$ cat src/rtl/simax_pkg.sv
// Shared definitions for the mesh preload/drain blocks: sequencer states,
// default geometry and the {row, col} address packing used on the mesh side.
package simax_pkg;

    localparam int DEF_DW    = 8;
    localparam int DEF_ROWS  = 2;
    localparam int DEF_COLS  = 8;
    localparam int DEF_ROW_W = 1;
    localparam int DEF_COL_W = 3;

    typedef enum logic [1:0] {
        ST_IDLE   = 2'd0,
        ST_LOAD   = 2'd1,
        ST_FLUSH  = 2'd2,
        ST_LAUNCH = 2'd3
    } seq_state_t;

    // Row occupies the bits above the col_w-bit column field; callers truncate
    // the result to ROW_W+COL_W.
    function automatic logic [31:0] pack_addr(input logic [15:0] row,
                                              input logic [15:0] col,
                                              input int          col_w);
        return ({16'd0, row} << col_w) | {16'd0, col};
    endfunction

endpackage

$ cat src/rtl/rc_counter.sv
// Row-major row/column wrap counter; also intended for the result-drain reader.
// clr takes priority over inc; the final position wraps back to {0, 0}.
module rc_counter
    import simax_pkg::*;
#(
    parameter int ROWS  = DEF_ROWS,
    parameter int COLS  = DEF_COLS,
    parameter int ROW_W = DEF_ROW_W,
    parameter int COL_W = DEF_COL_W
) (
    input  logic             clk,
    input  logic             rst,
    input  logic             clr,
    input  logic             inc,
    output logic [ROW_W-1:0] row,
    output logic [COL_W-1:0] col,
    output logic             last
);

    localparam logic [ROW_W-1:0] ROW_MAX = ROW_W'(ROWS - 1);
    localparam logic [COL_W-1:0] COL_MAX = COL_W'(COLS - 1);

    logic [ROW_W-1:0] r_row;
    logic [COL_W-1:0] r_col;
    logic             w_col_wrap;
    logic             w_row_wrap;

    assign w_col_wrap = (r_col == COL_MAX);
    assign w_row_wrap = (r_row == ROW_MAX);
    assign last       = w_col_wrap && w_row_wrap;
    assign row        = r_row;
    assign col        = r_col;

    // NOTE: state registers use non-blocking assignments so every flop samples
    // pre-edge values regardless of block ordering.
    always_ff @(posedge clk or posedge rst) begin
        if (rst) begin
            r_row <= '0;
            r_col <= '0;
        end else if (clr) begin
            r_row <= '0;
            r_col <= '0;
        end else if (inc) begin
            if (w_col_wrap) begin
                r_col <= '0;
                r_row <= w_row_wrap ? '0 : r_row + 1'b1;
            end else begin
                r_col <= r_col + 1'b1;
            end
        end
    end

endmodule

$ cat src/rtl/preload_sequencer.sv
// Weight-preload initiator: streams ROWS*COLS weights into the mesh in
// row-major order, then pulses start/done to launch the compute controller.
module preload_sequencer
    import simax_pkg::*;
#(
    parameter int DW    = DEF_DW,
    parameter int ROWS  = DEF_ROWS,
    parameter int COLS  = DEF_COLS,
    parameter int ROW_W = DEF_ROW_W,
    parameter int COL_W = DEF_COL_W
) (
    input  logic                    clk,
    input  logic                    rst,
    input  logic                    load_req,
    input  logic                    abort,
    input  logic                    w_valid,
    input  logic signed [DW-1:0]    w_data,
    output logic                    w_ready,
    output logic                    preload_valid,
    output logic [ROW_W+COL_W-1:0]  preload_addr,
    output logic signed [DW-1:0]    preload_data,
    output logic                    start,
    output logic                    busy,
    output logic                    done
);

    localparam int ADDR_W = ROW_W + COL_W;

    seq_state_t              r_state;
    seq_state_t              w_next;
    logic                    w_beat;
    logic                    w_abort;
    logic                    w_clr;
    logic                    w_last;
    logic [ROW_W-1:0]        w_row;
    logic [COL_W-1:0]        w_col;
    logic                    r_valid;
    logic [ADDR_W-1:0]       r_addr;
    logic signed [DW-1:0]    r_data;
    logic                    r_start;

    // w_ready and busy decode straight from the state register so the source
    // sees ready in the cycle right after load_req.
    assign w_ready = (r_state == ST_LOAD);
    assign busy    = (r_state != ST_IDLE);
    assign w_beat  = w_ready && w_valid;
    assign w_abort = abort && ((r_state == ST_LOAD) || (r_state == ST_FLUSH));
    assign w_clr   = ((r_state == ST_IDLE) && load_req) || w_abort;

    rc_counter #(
        .ROWS  (ROWS),
        .COLS  (COLS),
        .ROW_W (ROW_W),
        .COL_W (COL_W)
    ) u_rc (
        .clk  (clk),
        .rst  (rst),
        .clr  (w_clr),
        .inc  (w_beat),
        .row  (w_row),
        .col  (w_col),
        .last (w_last)
    );

    // NOTE: next-state defaults to the current state before the case so no
    // path leaves w_next unassigned and no latch is inferred.
    always_comb begin
        w_next = r_state;
        unique case (r_state)
            ST_IDLE:   if (load_req) w_next = ST_LOAD;
            ST_LOAD: begin
                if (abort)                w_next = ST_IDLE;
                else if (w_beat && w_last) w_next = ST_FLUSH;
            end
            ST_FLUSH:  w_next = abort ? ST_IDLE : ST_LAUNCH;
            ST_LAUNCH: w_next = ST_IDLE;
            default:   w_next = ST_IDLE;
        endcase
    end

    always_ff @(posedge clk or posedge rst) begin
        if (rst) begin
            r_state <= ST_IDLE;
            r_valid <= 1'b0;
            r_addr  <= '0;
            r_data  <= '0;
            r_start <= 1'b0;
        end else begin
            r_state <= w_next;
            r_valid <= w_beat;
            if (w_beat) begin
                r_addr <= ADDR_W'(pack_addr(16'(w_row), 16'(w_col), COL_W));
                r_data <= w_data;
            end
            // An abort during FLUSH cancels the launch.
            r_start <= (r_state == ST_FLUSH) && !abort;
        end
    end

    assign preload_valid = r_valid;
    assign preload_addr  = r_addr;
    assign preload_data  = r_data;
    assign start         = r_start;
    assign done          = r_start;

endmodule
$ cat config.mk
export PLATFORM = sky130hd
export DESIGN_NAME = preload_sequencer
export DESIGN_NICKNAME = d
export VERILOG_FILES = /design/src/rtl/simax_pkg.sv /design/src/rtl/rc_counter.sv /design/src/rtl/preload_sequencer.sv
export SDC_FILE = /design/constraint.sdc
export NUM_CORES = 1
export LEC_CHECK = 0
export ABC_AREA = 1
export CAP_MARGIN = 20
export CORE_ASPECT_RATIO = 1.5
export CORE_MARGIN = 3
export CORE_UTILIZATION = 35
export DETAILED_ROUTE_END_ITERATION = 8
export PLACE_DENSITY = 0.69
export SYNTH_ARGS = -nofsm -noshare
export SYNTH_HDL_FRONTEND = slang
export SYNTH_SLANG_ARGS = --single-unit
$ cat constraint.sdc
create_clock -name clk -period 1.6 [get_ports clk]
set_input_delay 0.48 -clock clk [delete_from_list [all_inputs] [get_ports clk]]
set_output_delay 0.48 -clock clk [all_outputs]
set_load 0.005 [all_outputs]
== After elaboration in Yosys (flattened, before gate mapping) ==
Index checks and enable logic that the tools add are counted.

* Input bits: 13
* Register bits: 20
* Logic and storage cells: 43
* Output and inout port bits: 17

* Add/subtract/negate cells: 2
* Reductions and logical operators: 15
* Bitwise logic cells: 1
* Mux-type cells: 12
* Eq/ne operators: 6

{| class="wikitable"
|+ Operator list
! kind !! number
|-
| 3-bit two-way mux || 3
|-
| 2-bit two-way mux || 4
|-
| 2-bit one-hot mux with 4 select lines || 1
|-
| 1-bit logical AND || 6
|-
| 2-bit nonzero test || 3
|-
| 2-bit == test (second input constant) || 2
|-
| 1-bit two-way mux || 4
|-
| 4-bit by 3-bit OR with 4-bit output || 1
|-
| 2-bit AND reduction || 2
|-
| 3-bit by 1-bit adder with 3-bit output (second input constant) || 1
|-
| 3-bit == test (second input constant) || 1
|-
| 3-bit by 2-bit inequality test with 1-bit output (second input constant) || 1
|-
| 2-bit by 1-bit == test with 1-bit output (second input constant) || 1
|-
| 2-bit zero test || 1
|-
| 1-bit logical OR || 2
|-
| 2-bit inequality test (second input constant) || 1
|-
| 1-bit adder (second input constant) || 1
|-
| 1-bit zero test || 1
|}

== Logic depth before layout (Yosys ltp) ==
* Depth in word-level cells: 6
* Depth in mapped cells: 8
* Mapped depth without buffers: 8

== Cells and area by module ==
A second synthesis with hierarchy kept.

* Cell total of the unflattened synthesis: 110
* Area total of the unflattened synthesis: 917.1 sq um

{| class="wikitable"
|+ By module, submodules not included
! module !! cells each !! instances !! area an instance (sq um) !! seq. area each (sq um)
|-
| preload_sequencer || 84 || 1 || 710.7 || 400.4
|-
| rc_counter || 26 || 1 || 206.4 || 100.1
|}

== Worst setup path after synthesis ==
OpenSTA, ideal clock, no wires.

* Path kind: reg-to-reg
* From: register r_state[1]
* To: register r_addr[2] (netlist: preload_addr[2])
* Library setup time: 0.116 ns
* Buffers on the path: 2
* Required time: 1.484 ns
* Slack: 0.407 ns
* Stages on the path, launching flop included: 8
* Clock period less this slack: 1.193 ns
* Arrival time: 1.077 ns
* Cell sequence: dfrtp_1 inv_1 ha_1 nand2_2 buf_6 buf_6 nand2_1 nand2_1

* Word-level cells in the longest chain between the ends: 2

{| class="wikitable"
|+ Ends and longest elaborated chain
! what !! line !! RTL
|-
| start, declared || preload_sequencer.sv:29 || <nowiki>seq_state_t r_state;</nowiki>
|-
| start signal, assigned || preload_sequencer.sv:89 || <nowiki>r_state <= w_next;</nowiki>
|-
| 2-bit by 1-bit == test with 1-bit output || preload_sequencer.sv:44 || <nowiki>assign w_ready = (r_state == ST_LOAD);</nowiki>
|-
| via w_ready || preload_sequencer.sv:18 || <nowiki>output logic w_ready,</nowiki>
|-
| 1-bit logical AND || preload_sequencer.sv:46 || <nowiki>assign w_beat = w_ready && w_valid;</nowiki>
|-
| end signal, assigned || preload_sequencer.sv:92 || <nowiki>r_addr <= ADDR_W'(pack_addr(16'(w_row), 16'(w_col), COL_W));</nowiki>
|-
| end, declared || preload_sequencer.sv:38 || <nowiki>logic [ADDR_W-1:0] r_addr;</nowiki>
|}

The timed path passes the listed nets, and every way through them passes these cells.
A chain may end at the register's enable or synchronous reset.

== Worst setup path after layout ==
* From: register r_state[0]
* To: output w_ready

* Word-level cells in the longest chain between the ends: 1

{| class="wikitable"
|+ Ends and longest elaborated chain
! what !! line
|-
| 2-bit by 1-bit == test with 1-bit output || preload_sequencer.sv:44
|-
| end, declared || preload_sequencer.sv:18
|}

Every way passes these cells.

==> qor.yml <==
outcome:
  run_status: "finished with violations"
  failed_checks: "setup timing"
route:
  route.met2.wl_mm: 1.17
  wl_per_cell_um: 12.3
  num_vias: 811
  ant_nets: 0
  dr.max_layer_used: "met4"
  firstDrtPassIters: 3
  drt_iter0_markers: 11
  met3WireLength_um: 128
  vias_per_cell: 4.74
  drt_wl_total_mm: 2.10
  detail_route.drc_violations: 0
  route.layer.met1.wl_um: 759
power_and_ir_drop:
  power.static_leakage_nw: 0.748
  irDropWorstVdd_v: 0.000926
  cellPowerDensity_nw_per_um2: 1520
  power.total_mw: 2.06
finish:
  mostFrequentLayoutCell: "sky130_fd_sc_hd__nand2_1"
  insertedDiodeCount: 0
  flow.area_growth_from_synthesis_pct: 48.2
  most_frequent_cells_in_the_layout: "sky130_fd_sc_hd__nand2_1 (44), sky130_fd_sc_hd__dfrtp_1 (20), sky130_fd_sc_hd__dlygate4sd2_1 (15)"
  final_util_pct: 54.8
  drive_gt1_share_pct: 21.1
  instances_no_fill: 171
  fillCellCount: 247
  final_net_count: 166
worst_setup_path:
  worstReg2RegStart: "r_state[0]$_DFFE_PP0P_"
  setup.reg_to_reg.worst_slack_ns: 0.09
  cp_dominant_cell_by_count: "sky130_fd_sc_hd__buf_6"
  cp_cell_sequence: "buf_6, ha_4, buf_6"
  critPathBufInv: 2
  critical_path.top_delay_family: "flip-flops"
  arr_time_crit_path_ns: 1.13
  cp-end-kind: "primary output"
  critical_path.max_stage_delay_ns: 0.43
  rr_endpoint: "r_state[0]$_DFFE_PP0P_"
  timing.critical_path.fanout_max: 2
  cp_slowest_cell: "sky130_fd_sc_hd__dfrtp_1"
  worst_r2r_path_depth: 9
  setup.worst_path.start_class: "flop"
  worst_path_required_time_ns: 1.12
  timing_worst_setup_path_type: "flop to primary output"
placed_design:
  routabilityCongestion: 0.763
  dp.final_hpwl_mm: 1.53
  port_buffers: 29
  placed_cells: 161
yosys:
  syn-num-nets: 121
  xor_and_xnor_fraction_of_the_mapped_netlist_area_pct: 0
  synth-compound-area-share_pct: 6.68
  synth-adder-area-share_pct: 6.82
  synth_top_family_by_area: "simple AND/OR/NAND/NOR gates"
  seq_area_frac_synth_pct: 54.6
  yosys_warnings: 0
  synth_area_per_cell_um2: 8.90
  synthMuxAreaShare_pct: 0
  synthCells: 103
  synthSimpleGateAreaFrac_pct: 23.3
  post_synth_instance_area_um2: 917
  netlist-cell-type-count: 14
  ys_ff_latch: 20
clock_tree:
  clock_latency_ns: 0.30
  clk_path_buf_depth: 2
  numCtsBuffers: 3
  holdBufCountCts: 0
  cts_root_buf: "sky130_fd_sc_hd__clkbuf_4"
  clk_pin_slew_ns: 0.11
  tritoncts: "built"
  cts_max_level: 1
  cts_sink_count: 20
die:
  std_cell_rows: 22
  floorplan.initialDensity_pct: 37.0
  io-pin-count: 30
  core_area_um2: 2480
  dieWidth_um: 47.8
  die_h_um: 68.7
  die_area_um2: 3280
flow_run:
  drv_cap: 0
timing:
  post-route-min-period_ns: 1.61
  fmaxAchievable_ghz: 0.620
  timing.final.ws_setup_ns: -0.0132
  fin_crit_sh_pct: 101
  maxSlewViolCount: 0
  worst_clock_skew_ns: 0.00642
  fin_tns_setup_ns: -0.0132
  actual_slew_at_the_worst_max_slew_pin_ns: 0.234
  finalSetupViolCount: 1
  max_slew_margin_pct: 84.2
  number_of_hold_slack_violations_in_the_final_timing_report: 0
  setup_repair_after_global_routing_missed_its_margin: "yes"
global_route:
  track_usage_pct: 14.2
  total_grt_overflow: 0
  grt_antenna_before_repair: 0
  grt_pass1_wl_mm: 3.33
  number_of_global_route_vias_before_repair: 831
  grt_max_degree: 21
worst_hold_path:
  timing.hold.worst.start: "preload_data[1]$_DFFE_PP0P_"
  min-delay-path-class: "flop to flop"
  min_to: "preload_data[1]$_DFFE_PP0P_"
  hold-path-cell-count: 2
-- registers in the layout (all words and copies together), names as in the netlist --
name           cells
u_rc.row           1
preload_valid      1
preload_data       8
done               1
r_state            2
preload_addr       4
u_rc.col           3
-- layer usage --
layer	vias to the layer above	global-route usage [%]
met5	-	0
met4	0	6.06
met3	5	2.34
met2	27	27.5
met1	376	13.7
li1	403	-
-- where the power goes --
group / total [mW] / internal [mW] / leakage, nW / switching (mW)
Combinational: 1.02 / 0.544 / 0.465 / 0.476
Sequential: 0.754 / 0.667 / 0.262 / 0.0868
Clock: 0.286 / 0.139 / 0.0210 / 0.147
-- cell usage after synthesis --
library cell / n / area [µm²]
sky130_fd_sc_hd__nand2_1: 44 / 165
sky130_fd_sc_hd__a21oi_1: 4 / 20.0
sky130_fd_sc_hd__ha_1: 5 / 62.6
sky130_fd_sc_hd__dfrtp_1: 20 / 500
sky130_fd_sc_hd__nand2_2: 1 / 6.26
sky130_fd_sc_hd__nor3b_2: 1 / 12.5
sky130_fd_sc_hd__buf_4: 2 / 15.0
sky130_fd_sc_hd__o21ai_0: 3 / 15.0
sky130_fd_sc_hd__o21ai_2: 3 / 26.3
sky130_fd_sc_hd__buf_6: 2 / 22.5
sky130_fd_sc_hd__nor2_1: 4 / 15.0
sky130_fd_sc_hd__inv_1: 11 / 41.3
sky130_fd_sc_hd__nand3_1: 2 / 10.0
sky130_fd_sc_hd__nor3_1: 1 / 5.00
-- cell type report --
cell class	instances	area [µm²]	share of cell area (%)
Sequential cell	20	500	36.8
Timing Repair Buffer	44	388	28.5
Multi-Input combinational cell	68	363	26.7
Tap cell	24	30.0	2.21
Clock buffer	4	36.3	2.67
Inverter	11	41.3	3.04
-- tightest hold or removal path, cell delays in order, from the launching register on --
cell and delay (ns):
sky130_fd_sc_hd__dfrtp_1 0.35, sky130_fd_sc_hd__nand2_1 0.05, sky130_fd_sc_hd__nand2_1 0.06
-- per-stage QoR --
stage          area, µm²  setup WS (ns)  hold slack (ns)
2_1_floorplan        917          0.407            0.444
4_1_cts             1350        -0.0694            0.489
6_report            1360        -0.0132            0.481
3_3_place_gp        1270        -0.0127            0.460
5_1_grt             1360        -0.0461            0.504
3_5_place_dp        1270        -0.0481            0.464
-- what timing repair did --
action,CTS,global route
setup endpoints to repair,17,2
buffers inserted,4,2
pin swaps,1,2
gates resized for setup,31,2
-- cell families (layout without fill, tap and decap cells) --
group / count (synthesis) / after routing
AOI/OAI and AO/OA: 10 / 10
adders and majority gates: 5 / 5
buffers and inverters: 15 / 59
DFF: 20 / 20
and+or+nand+nor: 53 / 53
-- how the worst max path moves through the flow --
stage                                 from                           to  slack, ns  depth (start not counted)
finish              r_state[0]$_DFFE_PP0P_                      w_ready      -0.01                          3
global placement    r_state[0]$_DFFE_PP0P_                         busy      -0.01                          4
CTS                 r_state[0]$_DFFE_PP0P_                         busy      -0.07                          4
detailed placement  r_state[0]$_DFFE_PP0P_                         busy      -0.05                          4
global route        r_state[1]$_DFFE_PP0P_                      w_ready      -0.05                          4
floorplan           r_state[1]$_DFFE_PP0P_  preload_addr[2]$_DFFE_PP0P_       0.41                          7
(Power assumes the default switching activity.)
